[src/rtl/hazard_scoreboard.sv]
// Per-register ready countdowns with configurable producer latencies and branch penalty.
// Drives stall/flush/issue for the ID stage and counts stall and flush cycles.
module hazard_scoreboard #(
    parameter int NREG       = 32,
    parameter int AW         = 5,
    parameter int CW         = 3,
    parameter int ALU_LAT    = 0,
    parameter int LOAD_LAT   = 1,
    parameter int BR_PENALTY = 1
) (
    input  logic            clk_i,
    input  logic            rst_i,
    input  logic            id_valid_i,
    input  logic [AW-1:0]   id_rs1_i,
    input  logic [AW-1:0]   id_rs2_i,
    input  logic            id_use_rs1_i,
    input  logic            id_use_rs2_i,
    input  logic [AW-1:0]   id_rd_i,
    input  logic            id_regwrite_i,
    input  logic            id_memread_i,
    input  logic            branch_taken_i,
    output logic            stall_o,
    output logic            flush_o,
    output logic            issue_o,
    output logic [NREG-1:0] pending_o,
    output logic [31:0]     stall_cycles_o,
    output logic [31:0]     flush_cycles_o
);

    localparam logic [CW-1:0] ALU_CNT    = CW'(ALU_LAT);
    localparam logic [CW-1:0] LOAD_CNT   = CW'(LOAD_LAT);
    localparam logic [CW-1:0] FLUSH_INIT = (BR_PENALTY > 1) ? CW'(BR_PENALTY - 2) : '0;

    typedef enum logic {RUN, FLUSH} state_t;

    state_t        state;
    logic [CW-1:0] fcnt;
    logic [CW-1:0] cnt [NREG];
    logic          hit1, hit2, kill, br;

    always_comb begin
        kill    = (state == FLUSH);
        hit1    = id_use_rs1_i && (id_rs1_i != '0) && (cnt[id_rs1_i] != '0);
        hit2    = id_use_rs2_i && (id_rs2_i != '0) && (cnt[id_rs2_i] != '0);
        stall_o = ~rst_i & id_valid_i & ~kill & (hit1 | hit2);
        issue_o = ~rst_i & id_valid_i & ~kill & ~(hit1 | hit2);
        br      = issue_o & branch_taken_i;
        flush_o = ~rst_i & (br | kill);
        pending_o = '0;
        for (int r = 1; r < NREG; r++) begin
            pending_o[r] = ~rst_i & (cnt[r] != '0);
        end
    end

    // A newly issued producer reloads its rd countdown, overriding the decrement (youngest wins).
    always_ff @(posedge clk_i) begin
        for (int r = 0; r < NREG; r++) begin
            if (rst_i || r == 0) begin
                cnt[r] <= '0;
            end else if (issue_o && id_regwrite_i && id_rd_i == AW'(r)) begin
                cnt[r] <= id_memread_i ? LOAD_CNT : ALU_CNT;
            end else if (cnt[r] != '0) begin
                cnt[r] <= cnt[r] - 1'b1;
            end
        end
    end

    // The branch's own issue cycle is the first flush cycle, so FLUSH covers BR_PENALTY-1 more.
    always_ff @(posedge clk_i) begin
        if (rst_i) begin
            state <= RUN;
            fcnt  <= '0;
        end else begin
            case (state)
                RUN: begin
                    if (br && BR_PENALTY > 1) begin
                        state <= FLUSH;
                        fcnt  <= FLUSH_INIT;
                    end
                end
                FLUSH: begin
                    if (fcnt == '0) begin
                        state <= RUN;
                    end else begin
                        fcnt <= fcnt - 1'b1;
                    end
                end
                default: state <= RUN;
            endcase
        end
    end

    always_ff @(posedge clk_i) begin
        if (rst_i) begin
            stall_cycles_o <= '0;
            flush_cycles_o <= '0;
        end else begin
            stall_cycles_o <= stall_cycles_o + {31'd0, stall_o};
            flush_cycles_o <= flush_cycles_o + {31'd0, flush_o};
        end
    end

endmodule
[config.mk]
export PLATFORM = sky130hd
export DESIGN_NAME = hazard_scoreboard
export DESIGN_NICKNAME = d
export VERILOG_FILES = /design/src/rtl/hazard_scoreboard.sv
export SDC_FILE = /design/constraint.sdc
export NUM_CORES = 1
export LEC_CHECK = 0
export CAP_MARGIN = 25
export CORE_MARGIN = 1.5
export CORE_UTILIZATION = 50
export CTS_BUF_LIST = sky130_fd_sc_hd__clkbuf_8
export CTS_CLUSTER_DIAMETER = 150
export CTS_CLUSTER_SIZE = 24
export DETAILED_ROUTE_END_ITERATION = 8
export GPL_TIMING_DRIVEN = 0
export PLACE_DENSITY = 0.76
export SYNTH_ARGS = -nofsm -noshare
export SYNTH_HDL_FRONTEND = slang
export SYNTH_SLANG_ARGS = --single-unit
[constraint.sdc]
create_clock -name clk_i -period 4.1 [get_ports clk_i]
set_input_delay 0.82 -clock clk_i [delete_from_list [all_inputs] [get_ports clk_i]]
set_output_delay 0.82 -clock clk_i [all_outputs]
set_load 0.005 [all_outputs]
==> run summary <==
================================================================================
Switching Fraction                                                         37.4%
Nets in the synthesized netlist                                             1102
Mean number of vias per cell                                                5.80
Util after Layout                                                          63.1%
Global routing usage summed across all routing layers                      26.5%
Number of synthesized register bits                                          161
Violations in the final reports                                     negative setup slack
Post-synthesis cell count                                                   1011
Met3 Wirelength                                                          2790 um
Clock root cell                                                     sky130_fd_sc_hd__clkbuf_8
Category of the most critical setup path                                  in2out
Cell-internal power                                                    0.00388 W
Fraction of the mapped netlist area in adder cells                         8.82%
Pin count of the biggest net entering global routing                          18
Total power divided by cell area                                      521 nW/um2
Final worst-path setup slack                                          -0.0104 ns
IO Pins                                                                      122
Post-detailed-route count of antenna-violating nets                            0
Run status                                                          complete, but fails checks
Post-place setup slack                                                  -1.47 ns
Remaining Overflow, GRT                                                        0
Layout fillers                                                              1550
Peak per-stage delay on the critical path                                0.55 ns
Post-CTS Hold Fix Bufs                                                         0
Worst Path Max Fanout                                                          7
Die ar.                                                                20100 um2
Synthesis Warnings                                                             0
CTS tree                                                                    done
Initial antenna violation count                                                0
Clk pwr share                                                              18.3%
Sum of met2 wire segment lengths after detailed routing                 12100 um
Leakage power                                                            4.46 nW
Post-detailed-route DRC marker count                                           0
Setup skew after layout                                                0.0116 ns
Mux share of post-synthesis cell area                                      4.94%
Final wirelength                                                        26300 um
Crit start category                                                   input port
Capturing point of the worst reg2reg path                           flush_cycles_o[31]
Hold path cells                                                                2
Fraction of the mapped netlist area in compound gates                      6.99%
Startpoint of the most critical register-to-register path             cnt[16][1]
Half-perimeter wire length of the detailed placement result             19200 um
Clock tree sinks                                                             161
Buffer levels on the longest clock path                                        2
Number of cells on the worst reg-to-reg path                                  16
Number of buffers added by the clock tree synthesis step                      17
Largest vdd supply drop                                                 0.269 mV
Insertion delay of the later-clocked pin in the worst-skew pair          0.46 ns
Routability congestion estimate from global placement                      0.921
Final sum of negative setup slack                                     -0.0104 ns
Power dissipated by switching net loads                                0.00232 W
Dominant combinational cell family by area after synthesis          simple AND/OR/NAND/NOR gates
Time the worst path needs with I/O delays and setup                      4.11 ns
Reg-to-reg slack, setup                                                  0.17 ns
DRC violation total after the first TritonRoute iteration                    650
Number of H-tree branching levels                                              4
Average cell area after synthesis                                       9.54 um2
Wire length of the first global-routing pass                            41600 um
Setup violators final                                                          1
Sequential share of power                                                  41.7%
Metal1 wirelength                                                       10600 um
Arrival time at the worst endpoint                                       3.29 ns
Unrepaired setup endpoints after global routing                             true
Kind of capture point of the worst setup path                        output port
Async SR Flop Fraction                                                        0%
Highest metal used                                                          met4
Clock Pin Slew Worst Setup and Hold Paths                                0.10 ns
Number of pins exceeding their max-slew limit in the final report              0
Share of the clock period used by the worst path after layout               100%
Synthesized area                                                        9650 um2
Relative slew slack                                                        25.5%
Port bufs                                                                    118
Area Growth Syn to Fin                                                     23.2%
Antenna Diode Count                                                            0
First drt pass iteration count                                                 6
Vias                                                                        8337
Slowest cell on the critical path                                   sky130_fd_sc_hd__clkdlybuf4s50_1
Routed length per placed instance                                        18.3 um
Num rows                                                                      50
Worst Max-Slew Pin Slew                                                  1.11 ns
Share of cells above drive strength 1                                      11.4%
Die outline width                                                         142 um
Effective utilization at floorplan                                         51.2%
Main synth FF type                                                  sky130_fd_sc_hd__edfxtp_1
Placeable core area                                                    18800 um2
Number of flops mapped to enable cells by yosys                               93
Worst setup path startpoint                                          id_rs1_i[0]
Type of the worst min-delay path                                         reg2reg
Die Height                                                                142 um
Termination of the worst setup path                                      flush_o
Count of maximum capacitance violations                                        0
Top achievable clock speed                                               243 MHz
Xor and xnor fraction of the mapped netlist area                           3.90%
Number of nets in the layout                                                1255
Logic pwr share                                                            40.0%
Worst Path Required                                                      3.28 ns
Worst-path cell chain                                               buf_4 -> buf_8 -> buf_8 -> buf_4 -> o21ai_0 -> o211ai_1 -> a32oi_1 -> nand4_1 -> nor3_2 -> o32a_4 -> a31oi_1 -> nor2_1 -> clkdlybuf4s50_1
Post-synthesis simple-gate area fraction                                   25.5%
Via count of the first global-routing pass                                  8026
Share of synthesized area occupied by flip-flops and latches               43.1%
Hold violation count in the final report                                       0
Synth unique cells                                                            69
================================================================================
how the worst min path moves through the flow:
stage                       startpoint            endpoint  slack (ns)
detailed placement  stall_cycles_o[31]  stall_cycles_o[31]        0.48
global placement               fcnt[1]             fcnt[1]        0.47
global route        stall_cycles_o[31]  stall_cycles_o[31]        0.52
floorplan                      fcnt[1]             fcnt[1]        0.45
CTS                 stall_cycles_o[31]  stall_cycles_o[31]        0.50
finish              stall_cycles_o[31]  stall_cycles_o[31]        0.50
metal layers:
metal	track usage (%)	up-vias
met5	0	-
met4	9.55	0
met3	7.42	58
met2	42.9	398
met1	33.9	3889
li1	-	3992
power by group through the flow:
| stage | Clock [W] | Sequential, W | Combinational (W) |
|---|---|---|---|
| 3_3_place_gp | 0 | 0.00259 | 0.00231 |
| 5_1_grt | 0.00121 | 0.00264 | 0.00280 |
| 2_1_floorplan | 0 | 0.00252 | 0.00168 |
| 3_5_place_dp | 0 | 0.00261 | 0.00238 |
| 6_report | 0.00113 | 0.00259 | 0.00248 |
| 4_1_cts | 0.00115 | 0.00258 | 0.00244 |
stage by stage:
step / hold WS [ns] / instance area [um2] / total power (W) / std cells
after CTS: 0.500 / 11800 / 0.00617 / 1434
final: 0.497 / 11900 / 0.00620 / 1437
after global routing: 0.524 / 11900 / 0.00665 / 1437
after detailed placement: 0.480 / 11200 / 0.00498 / 1389
after floorplan: 0.454 / 9690 / 0.00420 / 1011
after global placement: 0.471 / 11200 / 0.00490 / 1389
cell type report:
type	count	area, um2	area share, %
Buffer	42	263	2.21
Tap cell	260	325	2.74
Sequential cell	161	4150	34.9
Inverter	107	402	3.38
Timing Repair Buffer	137	1330	11.2
Clock buffer	17	234	1.97
Clock inverter	15	139	1.17
Multi-Input combinational cell	698	5040	42.4
critical path: cells and delay by family:
family | cells | cell delay (ns)
buffers and inverters | 5 | 1.07
AOI/OAI and AO/OA | 5 | 0.82
and+or+nand+nor | 3 | 0.57
flip-flops by register name (all words and copies together) (netlist names):
register,cells
cnt,93
flush_cycles_o,32
stall_cycles_o,32
fcnt,3
kill,1
cell usage after synthesis, types with 3 or more instances:
| cell | n | share of area (%) |
|---|---|---|
| sky130_fd_sc_hd__a21oi_1 | 29 | 1.5 |
| sky130_fd_sc_hd__o21ai_0 | 25 | 1.3 |
| sky130_fd_sc_hd__ha_1 | 68 | 8.8 |
| sky130_fd_sc_hd__nor2_1 | 116 | 4.5 |
| sky130_fd_sc_hd__a211oi_1 | 5 | 0.39 |
| sky130_fd_sc_hd__dfxtp_1 | 68 | 14 |
| sky130_fd_sc_hd__or3_1 | 20 | 1.3 |
| sky130_fd_sc_hd__nand2b_1 | 5 | 0.32 |
| sky130_fd_sc_hd__nand4_1 | 12 | 0.78 |
| sky130_fd_sc_hd__nand3b_1 | 7 | 0.54 |
| sky130_fd_sc_hd__and4_4 | 14 | 1.6 |
| sky130_fd_sc_hd__inv_1 | 105 | 4.1 |
| sky130_fd_sc_hd__clkbuf_1 | 27 | 1.1 |
| sky130_fd_sc_hd__and3_1 | 19 | 1.2 |
| sky130_fd_sc_hd__nor3_1 | 26 | 1.3 |
| sky130_fd_sc_hd__and2_1 | 3 | 0.19 |
| sky130_fd_sc_hd__xnor2_1 | 12 | 1.1 |
| sky130_fd_sc_hd__nand2_1 | 67 | 2.6 |
| sky130_fd_sc_hd__nor2b_1 | 6 | 0.39 |
| sky130_fd_sc_hd__buf_4 | 4 | 0.31 |
| sky130_fd_sc_hd__edfxtp_1 | 93 | 29 |
| sky130_fd_sc_hd__nand3_1 | 31 | 1.6 |
| sky130_fd_sc_hd__xor2_1 | 31 | 2.8 |
| sky130_fd_sc_hd__buf_1 | 4 | 0.16 |
| sky130_fd_sc_hd__o31ai_1 | 3 | 0.23 |
| sky130_fd_sc_hd__nor4_1 | 75 | 4.9 |
| sky130_fd_sc_hd__mux4_2 | 4 | 0.93 |
| sky130_fd_sc_hd__a311oi_1 | 8 | 0.73 |
| sky130_fd_sc_hd__a41oi_1 | 3 | 0.27 |
| sky130_fd_sc_hd__buf_6 | 7 | 0.82 |
| sky130_fd_sc_hd__mux2i_1 | 36 | 3.7 |
| sky130_fd_sc_hd__or3b_1 | 24 | 2.2 |
| sky130_fd_sc_hd__a31oi_1 | 7 | 0.45 |
| sky130_fd_sc_hd__buf_2 | 4 | 0.21 |
placed cells by master, fill, tap and decap left out, types with 5 or more instances in the layout:
master,n
sky130_fd_sc_hd__clkdlybuf4s50_1,113
sky130_fd_sc_hd__or3b_1,24
sky130_fd_sc_hd__mux2i_1,36
sky130_fd_sc_hd__inv_6,7
sky130_fd_sc_hd__a311oi_1,8
sky130_fd_sc_hd__clkbuf_8,17
sky130_fd_sc_hd__a21oi_1,27
sky130_fd_sc_hd__buf_4,22
sky130_fd_sc_hd__buf_6,5
sky130_fd_sc_hd__dfxtp_1,68
sky130_fd_sc_hd__nand4_1,12
sky130_fd_sc_hd__edfxtp_1,93
sky130_fd_sc_hd__o21ai_0,23
sky130_fd_sc_hd__nor2b_1,6
sky130_fd_sc_hd__buf_8,5
sky130_fd_sc_hd__or3_1,18
sky130_fd_sc_hd__inv_1,105
sky130_fd_sc_hd__nand2b_1,5
sky130_fd_sc_hd__nand2_1,66
sky130_fd_sc_hd__nor3_1,23
sky130_fd_sc_hd__nand3_1,29
sky130_fd_sc_hd__nand3b_1,7
sky130_fd_sc_hd__ha_1,66
sky130_fd_sc_hd__and3_1,18
sky130_fd_sc_hd__xor2_1,31
sky130_fd_sc_hd__clkbuf_1,22
sky130_fd_sc_hd__nor4_1,73
sky130_fd_sc_hd__and4_4,14
sky130_fd_sc_hd__nor2_1,115
sky130_fd_sc_hd__a31oi_1,7
sky130_fd_sc_hd__xnor2_1,12
logic make-up (layout without fill, tap and decap cells):
| logic type | Yosys count | count (layout) |
|---|---|---|
| AND/OR/NAND/NOR | 442 | 443 |
| flip-flops | 161 | 161 |
| adder cells (fa/ha/maj) | 68 | 68 |
| buffers and inverters | 153 | 318 |
| multiplexers | 41 | 41 |
| other | 1 | 1 |
| AO/OA/AOI/OAI | 102 | 102 |
| XOR/XNOR | 43 | 43 |
repair_timing:
| item | in CTS | in global routing |
|---|---|---|
| endpoints found under the hold margin | 0 | 0 |
| setup endpoints to repair | 46 | 15 |
| pin swaps | 14 | 10 |
| buffers inserted | 15 | 4 |
| cloned | 0 | 1 |
| gates resized for setup | 48 | 19 |
No activity file was read; power rests on OpenSTA's default activity.
